<file path="config.mk">
export PLATFORM = sky130hd
export DESIGN_NAME = conv_window_3x3_flat
export DESIGN_NICKNAME = d
export VERILOG_FILES = /design/src/rtl/conv_window_3x3_pkg.sv /design/src/rtl/conv_window_3x3_if.sv /design/src/rtl/conv_window_3x3_line_buffer.sv /design/src/rtl/conv_window_3x3.sv /design/src/flat_wrapper.sv
export SDC_FILE = /design/constraint.sdc
export NUM_CORES = 2
export LEC_CHECK = 0
export CELL_PAD_IN_SITES_DETAIL_PLACEMENT = 1
export CELL_PAD_IN_SITES_GLOBAL_PLACEMENT = 1
export CORE_ASPECT_RATIO = 0.8
export CORE_MARGIN = 2
export CORE_UTILIZATION = 52
export CTS_CLUSTER_DIAMETER = 60
export DETAILED_ROUTE_END_ITERATION = 6
export PLACE_DENSITY = 0.83
export SLEW_MARGIN = 15
export SYNTH_ARGS = -nofsm -noshare
export SYNTH_HDL_FRONTEND = slang
export SYNTH_SLANG_ARGS = --single-unit
</file>
<file path="constraint.sdc">
create_clock -name clk -period 9.3 [get_ports clk]
set_clock_uncertainty 0.15 [all_clocks]
set_input_delay 1.395 -clock clk [delete_from_list [all_inputs] [get_ports clk]]
set_output_delay 1.395 -clock clk [all_outputs]
set_load 0.05 [all_outputs]
</file>
<file path="src/rtl/conv_window_3x3_pkg.sv">
// Shared definitions for the 3x3 sliding-window generator: default word width,
// FSM state encoding and a constant-evaluable ceiling log2.
package conv_window_3x3_pkg;

    localparam int DATA_WIDTH_DEF = 32;

    typedef enum logic [1:0] {
        ST_IDLE   = 2'd0,
        ST_FILL   = 2'd1,
        ST_STREAM = 2'd2
    } state_t;

    // Never returns less than 1 so a degenerate size still yields a legal vector.
    function automatic int clog2(input int value);
        int result;
        result = 0;
        while ((1 << result) < value) begin
            result++;
        end
        return (result < 1) ? 1 : result;
    endfunction

endpackage

</file>
<file path="src/rtl/conv_window_3x3_if.sv">
// Pixel-stream input and 3x3 window output bundle of the window generator.
// slave is the generator side, master is the stream source / window consumer.
interface conv_window_3x3_if #(
    parameter int DATA_WIDTH = 32
);
    logic [DATA_WIDTH-1:0] pix_in;
    logic                  pix_valid;
    logic                  pix_sof;
    logic [DATA_WIDTH-1:0] win0;
    logic [DATA_WIDTH-1:0] win1;
    logic [DATA_WIDTH-1:0] win2;
    logic [DATA_WIDTH-1:0] win3;
    logic [DATA_WIDTH-1:0] win4;
    logic [DATA_WIDTH-1:0] win5;
    logic [DATA_WIDTH-1:0] win6;
    logic [DATA_WIDTH-1:0] win7;
    logic [DATA_WIDTH-1:0] win8;
    logic                  win_valid;
    logic                  win_last;
    logic                  busy;

    modport master (
        output pix_in, pix_valid, pix_sof,
        input  win0, win1, win2, win3, win4, win5, win6, win7, win8,
        input  win_valid, win_last, busy
    );

    modport slave (
        input  pix_in, pix_valid, pix_sof,
        output win0, win1, win2, win3, win4, win5, win6, win7, win8,
        output win_valid, win_last, busy
    );
endinterface

</file>
<file path="src/rtl/conv_window_3x3_line_buffer.sv">
// One-row circular line buffer: single port, read-before-write at one address.
// The asynchronous read lets the window column be formed on the accepting edge.
module conv_window_3x3_line_buffer
    import conv_window_3x3_pkg::*;
#(
    parameter  int DATA_WIDTH = DATA_WIDTH_DEF,
    parameter  int DEPTH      = 28,
    localparam int ADDR_W     = clog2(DEPTH)
) (
    input  logic                  clk,
    input  logic                  i_wr_en,
    input  logic [ADDR_W-1:0]     i_addr,
    input  logic [DATA_WIDTH-1:0] i_wr_data,
    output logic [DATA_WIDTH-1:0] o_rd_data
);

    logic [DATA_WIDTH-1:0] r_mem [0:DEPTH-1];

    assign o_rd_data = r_mem[i_addr];

    always_ff @(posedge clk) begin
        if (i_wr_en) begin
            r_mem[i_addr] <= i_wr_data;
        end
    end

endmodule

</file>
<file path="src/rtl/conv_window_3x3.sv">
// 3x3 sliding-window generator: buffers two image rows and emits every complete
// neighbourhood of a raster pixel stream as nine words plus a valid strobe.
module conv_window_3x3
    import conv_window_3x3_pkg::*;
#(
    parameter int DATA_WIDTH = DATA_WIDTH_DEF,
    parameter int IMG_WIDTH  = 28,
    parameter int IMG_HEIGHT = 28
) (
    input  logic             clk,
    input  logic             rst,
    conv_window_3x3_if.slave io_win
);

    localparam int COL_W = clog2(IMG_WIDTH);
    localparam int ROW_W = clog2(IMG_HEIGHT);
    localparam logic [COL_W-1:0] COL_LAST = COL_W'(IMG_WIDTH - 1);
    localparam logic [COL_W-1:0] COL_TWO  = COL_W'(2);
    localparam logic [ROW_W-1:0] ROW_LAST = ROW_W'(IMG_HEIGHT - 1);
    localparam logic [ROW_W-1:0] ROW_TWO  = ROW_W'(2);

    state_t                r_state;
    state_t                w_state_next;
    logic [COL_W-1:0]      r_col;
    logic [COL_W-1:0]      w_cur_col;
    logic [COL_W-1:0]      w_col_next;
    logic [ROW_W-1:0]      r_row;
    logic [ROW_W-1:0]      w_cur_row;
    logic [ROW_W-1:0]      w_row_next;
    logic                  w_accept;
    logic                  w_sof;
    logic                  w_at_last;
    logic                  w_emit;
    logic                  w_busy;
    logic                  r_win_valid;
    logic                  r_win_last;
    logic [DATA_WIDTH-1:0] w_lb0_rd;
    logic [DATA_WIDTH-1:0] w_lb1_rd;
    logic [DATA_WIDTH-1:0] w_new_col [0:2];
    logic [DATA_WIDTH-1:0] w_win     [0:8];

    assign w_accept = io_win.pix_valid;
    assign w_sof    = io_win.pix_valid & io_win.pix_sof;

    // A start-of-frame pixel is position (0,0) whatever the counters hold.
    assign w_cur_col = w_sof ? '0 : r_col;
    assign w_cur_row = w_sof ? '0 : r_row;
    assign w_at_last = (w_cur_row == ROW_LAST) && (w_cur_col == COL_LAST);

    always_comb begin
        w_col_next = r_col;
        w_row_next = r_row;
        if (w_accept) begin
            if (w_cur_col == COL_LAST) begin
                w_col_next = '0;
                w_row_next = w_at_last ? '0 : w_cur_row + ROW_W'(1);
            end else begin
                w_col_next = w_cur_col + COL_W'(1);
                w_row_next = w_cur_row;
            end
        end
    end

    always_ff @(posedge clk or negedge rst) begin
        if (!rst) begin
            r_state <= ST_IDLE;
            r_col   <= '0;
            r_row   <= '0;
        end else begin
            r_state <= w_state_next;
            r_col   <= w_col_next;
            r_row   <= w_row_next;
        end
    end

    always_comb begin
        w_state_next = r_state;
        if (w_accept) begin
            if (w_at_last) begin
                w_state_next = ST_IDLE;
            end else if (w_row_next >= ROW_TWO) begin
                w_state_next = ST_STREAM;
            end else begin
                w_state_next = ST_FILL;
            end
        end
    end

    // STREAM implies row>=2, so only the column still gates window emission.
    always_comb begin
        w_busy = (r_state != ST_IDLE);
        w_emit = w_accept && !w_sof && (r_state == ST_STREAM) && (r_col >= COL_TWO);
    end

    always_ff @(posedge clk or negedge rst) begin
        if (!rst) begin
            r_win_valid <= 1'b0;
            r_win_last  <= 1'b0;
        end else begin
            r_win_valid <= w_emit;
            r_win_last  <= w_emit && w_at_last;
        end
    end

    // lb0 ages row r-1 into row r-2 as lb1 takes the incoming row.
    conv_window_3x3_line_buffer #(
        .DATA_WIDTH (DATA_WIDTH),
        .DEPTH      (IMG_WIDTH)
    ) u_lb0 (
        .clk       (clk),
        .i_wr_en   (w_accept),
        .i_addr    (w_cur_col),
        .i_wr_data (w_lb1_rd),
        .o_rd_data (w_lb0_rd)
    );

    conv_window_3x3_line_buffer #(
        .DATA_WIDTH (DATA_WIDTH),
        .DEPTH      (IMG_WIDTH)
    ) u_lb1 (
        .clk       (clk),
        .i_wr_en   (w_accept),
        .i_addr    (w_cur_col),
        .i_wr_data (io_win.pix_in),
        .o_rd_data (w_lb1_rd)
    );

    assign w_new_col[0] = w_lb0_rd;
    assign w_new_col[1] = w_lb1_rd;
    assign w_new_col[2] = io_win.pix_in;

    for (genvar gi = 0; gi < 3; gi++) begin : g_win_row
        logic [DATA_WIDTH-1:0] r_tap [0:2];

        always_ff @(posedge clk or negedge rst) begin
            if (!rst) begin
                r_tap <= '{default: '0};
            end else if (w_accept) begin
                r_tap[0] <= r_tap[1];
                r_tap[1] <= r_tap[2];
                r_tap[2] <= w_new_col[gi];
            end
        end

        assign w_win[3*gi]     = r_tap[0];
        assign w_win[3*gi + 1] = r_tap[1];
        assign w_win[3*gi + 2] = r_tap[2];
    end

    assign io_win.win0      = w_win[0];
    assign io_win.win1      = w_win[1];
    assign io_win.win2      = w_win[2];
    assign io_win.win3      = w_win[3];
    assign io_win.win4      = w_win[4];
    assign io_win.win5      = w_win[5];
    assign io_win.win6      = w_win[6];
    assign io_win.win7      = w_win[7];
    assign io_win.win8      = w_win[8];
    assign io_win.win_valid = r_win_valid;
    assign io_win.win_last  = r_win_last;
    assign io_win.busy      = w_busy;

endmodule

</file>
<file path="src/flat_wrapper.sv">
// flat-port wrapper written by rule: the top's interface ports become plain ports
module conv_window_3x3_flat import conv_window_3x3_pkg::*;
#(
    parameter int DATA_WIDTH = DATA_WIDTH_DEF,
    parameter int IMG_WIDTH  = 28,
    parameter int IMG_HEIGHT = 28
)
  (clk, rst, io_win_pix_in, io_win_pix_valid, io_win_pix_sof, io_win_win0, io_win_win1, io_win_win2, io_win_win3, io_win_win4, io_win_win5, io_win_win6, io_win_win7, io_win_win8, io_win_win_valid, io_win_win_last, io_win_busy);
  conv_window_3x3_if #(.DATA_WIDTH(DATA_WIDTH)) io_win_i ();
  input  logic clk;
  input  logic rst;
  input wire logic [$bits(io_win_i.pix_in)-1:0] io_win_pix_in;
  input wire logic [$bits(io_win_i.pix_valid)-1:0] io_win_pix_valid;
  input wire logic [$bits(io_win_i.pix_sof)-1:0] io_win_pix_sof;
  output wire logic [$bits(io_win_i.win0)-1:0] io_win_win0;
  output wire logic [$bits(io_win_i.win1)-1:0] io_win_win1;
  output wire logic [$bits(io_win_i.win2)-1:0] io_win_win2;
  output wire logic [$bits(io_win_i.win3)-1:0] io_win_win3;
  output wire logic [$bits(io_win_i.win4)-1:0] io_win_win4;
  output wire logic [$bits(io_win_i.win5)-1:0] io_win_win5;
  output wire logic [$bits(io_win_i.win6)-1:0] io_win_win6;
  output wire logic [$bits(io_win_i.win7)-1:0] io_win_win7;
  output wire logic [$bits(io_win_i.win8)-1:0] io_win_win8;
  output wire logic [$bits(io_win_i.win_valid)-1:0] io_win_win_valid;
  output wire logic [$bits(io_win_i.win_last)-1:0] io_win_win_last;
  output wire logic [$bits(io_win_i.busy)-1:0] io_win_busy;
  assign io_win_i.pix_in = io_win_pix_in;
  assign io_win_i.pix_valid = io_win_pix_valid;
  assign io_win_i.pix_sof = io_win_pix_sof;
  assign io_win_win0 = io_win_i.win0;
  assign io_win_win1 = io_win_i.win1;
  assign io_win_win2 = io_win_i.win2;
  assign io_win_win3 = io_win_i.win3;
  assign io_win_win4 = io_win_i.win4;
  assign io_win_win5 = io_win_i.win5;
  assign io_win_win6 = io_win_i.win6;
  assign io_win_win7 = io_win_i.win7;
  assign io_win_win8 = io_win_i.win8;
  assign io_win_win_valid = io_win_i.win_valid;
  assign io_win_win_last = io_win_i.win_last;
  assign io_win_busy = io_win_i.busy;
  conv_window_3x3 #(.DATA_WIDTH(DATA_WIDTH), .IMG_WIDTH(IMG_WIDTH), .IMG_HEIGHT(IMG_HEIGHT)) u_core (.clk(clk), .rst(rst), .io_win(io_win_i));
endmodule
</file>
==> impl_metrics.env <==
export IMPL_min_path_type="reg -> reg"
export IMPL_core_um2=154000
export IMPL_reg2reg_from="u_core.r_col[0]$_DFFE_PN0P_"
export IMPL_grt_pass1_wl_um=380000
export IMPL_gp_congestion=0.819
export IMPL_clk_latency_ns=0.89
export IMPL_grt_use_total=0.332
export IMPL_route_detailed_drc=1
export IMPL_worstSetupStartpoint="u_core.r_col[0]$_DFFE_PN0P_"
export IMPL_clock_sinks=2094
export IMPL_layoutNonFillerInstCount=7465
export IMPL_p_sw_frac=0.316
export IMPL_yosysUniqueCellTypes=60
export IMPL_period_share=0.636
export IMPL_drv_slew=0
export IMPL_synth_cell_area_um2=80900
export IMPL_startpoint_type="flip-flop"
export IMPL_run_status="finished with violations"
export IMPL_synth_warning_count=0
export IMPL_maxSlewHeadroom=0.109
export IMPL_crit_arrival_ns=6.03
export IMPL_worstMarginPinSlew_ns=1.33
export IMPL_clk_pin_slew_ns=0.06
export IMPL_required_ns=9.41
export IMPL_detail_route_antenna_nets=0
export IMPL_top_level_ports=327
export IMPL_die_y_um=357
export IMPL_p_seq_frac=0.460
export IMPL_reg2regPathDepth=8
export IMPL_syn_instance_count=4932
export IMPL_cts_buffer_depth=3
export IMPL_min_from="u_core.io_win.win6[4]$_DFFE_PN0P_"
export IMPL_vdd_ir_drop_worst_v=0.000195
export IMPL_ctsResizeCount=0
export IMPL_layout_min_cycle_time_ns=5.92
export IMPL_synth_net_count=4973
export IMPL_cts_root_buffer="clkbuf_16"
export IMPL_timing_rr_end="u_core.u_lb0.r_mem[3][4]$_DFFE_PP_"
export IMPL_synth_top_area_cell="edfxtp_1"
export IMPL_p_int_mw=17.5
export IMPL_portBuffers=326
export IMPL_syn2layout_area_growth_pct=15.7
export IMPL_violations="design-rule violations"
export IMPL_avgRoutedWirePerCell_um=35.7
export IMPL_rsz0062_at_grt="false"
export IMPL_ys_seq_area_frac=0.759
export IMPL_setup_tns_ns=0
export IMPL_fmax_mhz=169
export IMPL_synth_enable_flop_cells=1792
export IMPL_synth_area_leaders="edfxtp_1 (67%), dfrtp_1 (9.3%), mux2_2 (4.5%)"
export IMPL_cts_hold_buffers_added=0
export IMPL_cts_setup_buffers=0
export IMPL_p_per_area_nw_per_um2=274
export IMPL_die_area_um2=159000
export IMPL_fp_dieW_um=445
export IMPL_clkPwrFrac=0.322
export IMPL_vias=51500
export IMPL_antenna_found_initial=5
export IMPL_fin_util=0.606
export IMPL_first_global_vias=53900
export IMPL_crit_path_max_fanout=54
export IMPL_grt_max_degree=157
export IMPL_comb_power_share=0.218
export IMPL_htreeDepth=4
export IMPL_whs_path_depth=1
export IMPL_postRouteWirelength_um=266000
export IMPL_cap_violations=0
export IMPL_leakage_nw=32.1
export IMPL_synthFlopType="edfxtp_1"
export IMPL_yosysMostFrequentCell="edfxtp_1"
export IMPL_drive_gt1_frac=0.159
export IMPL_dr_pass1_iters=7
export IMPL_hold_viol_final=0
export IMPL_start_util=0.524
export IMPL_grt_ovfl_total=0
export IMPL_r2r_slack_ns=3.38
export IMPL_synth_top_area_share=0.665
export IMPL_async_flop_share=0.144
export IMPL_dpl_cell_count=7075
export IMPL_cts_tree="yes"
export IMPL_nNetsFinal=5301
export IMPL_drt_iter0_drc=8079
export IMPL_floorplan_rows=129
export IMPL_numCtsBuffers=198
export IMPL_cp_end_kind="flip-flop"
export IMPL_p_switching_mw=8.09
export IMPL_synth_top_cells_by_count="edfxtp_1 (1792), a21oi_1 (357), nor2_1 (355)"
export IMPL_synth_seq_cells=2094
export IMPL_critPathKind="reg -> reg"
export IMPL_syn_area_per_cell_um2=16.4
export IMPL_hpwl_um=137000
export IMPL_crit_end="u_core.u_lb0.r_mem[3][4]$_DFFE_PP_"
export IMPL_vias_per_cell=6.89
export IMPL_setup_viol=0
cell families (layout without fill, tap and decap cells):
family                   count (synthesis)  after routing  synth area share
AND/OR/NAND/NOR                        731            731            0.0387
adder cells (fa/ha/maj)                  5              5          0.000774
flip-flops                            2094           2094             0.759
AO/OA/AOI/OAI                         1075           1075            0.0870
multiplexers                           668            668            0.0963
other                                    0              3                 0
buffers and inverters                  359            859            0.0184
through the flow:
step                      area, um^2  hold slack [ns]  total power, mW  setup slack, ns
after floorplan                80900            0.309             15.1             1.28
after global routing           93500            0.364             26.2             3.35
after detailed placement       86900            0.345             17.3             2.75
after global placement         86800            0.330             17.1             2.93
final                          93500            0.352             25.6             3.38
after CTS                      93300            0.358             25.5             3.58
final cells by class:
class,count,area (um^2)
repair buffers,453,4630
inverters,34,140
flip-flops and latches,2094,61400
fillers,13600,60900
diodes,3,7.51
multi-input cells,2479,18400
clock inverters,108,1130
clock buffers,264,5360
well taps,2030,2540
sequential cells by signal, indices dropped and copies added, names as in the netlist, 32 cells and up:
register            flops
u_core.u_lb0.r_mem    896
u_core.io_win.win0     32
u_core.io_win.win2     32
u_core.io_win.win3     32
u_core.io_win.win7     32
u_core.io_win.win8     32
u_core.io_win.win6     32
u_core.io_win.win4     32
u_core.io_win.win5     32
u_core.u_lb1.r_mem    896
u_core.io_win.win1     32
worst min path at each step:
stage,endpoint,slack [ns]
3_3_place_gp,u_core.r_state[0]$_DFFE_PN0P_,0.33
6_report,u_core.io_win.win6[4]$_DFFE_PN0P_,0.35
2_1_floorplan,u_core.r_state[0]$_DFFE_PN0P_,0.31
4_1_cts,u_core.io_win.win6[1]$_DFFE_PN0P_,0.36
5_1_grt,u_core.io_win.win6[11]$_DFFE_PN0P_,0.36
3_5_place_dp,u_core.io_win.win6[18]$_DFFE_PN0P_,0.34
power by group through the flow:
stage / logic [mW] / clock network [mW] / registers (mW)
floorplan: 1.95 / 0 / 13.1
finish: 5.58 / 8.24 / 11.8
CTS: 5.44 / 8.29 / 11.8
detailed placement: 5.36 / 0 / 12.0
global route: 5.77 / 8.60 / 11.8
global placement: 5.14 / 0 / 11.9
layout by cell type (no fill, tap or decap), types with 24 or more instances in the layout:
cell type        count
mux2i_1            289
edfxtp_1          1792
a211o_1             59
clkinv_1            28
clkinv_2            39
clkbuf_1            54
clkdlybuf4s50_1    317
nor2_4              32
o22ai_1             31
mux4_2              56
a21oi_1            357
nand3b_1            30
dfrtp_1            299
nand2_1            190
mux2_2             323
a211oi_1            61
o221ai_1            34
o22a_1              59
a221oi_1            32
nor2_1             323
o32a_1              32
o2bb2ai_1           31
clkbuf_16          201
inv_1               32
a22oi_1             32
nand3_1            109
buf_12              24
buf_4               87
o21ai_0            249
a222oi_1            63
worst max-delay path, cell delays in order (launching register included):
cell and delay, ns:
dfrtp_4 0.71, buf_4 0.87, buf_4 0.69, buf_4 0.66, mux2i_1 0.31, o21ai_0 0.16, a221oi_1 0.62, a211o_1 0.21
nand3b_1 0.82
per-layer routing:
metal,wire (um),GRT usage,vias to the layer above,part of all wire
met5,46,0,-,0.00017
met4,13900,0.155,6,0.052
met3,30500,0.0676,906,0.11
met2,127000,0.537,4183,0.48
met1,95100,0.436,26400,0.36
li1,-,-,20000,-
Power figures use the tool's default switching activity.
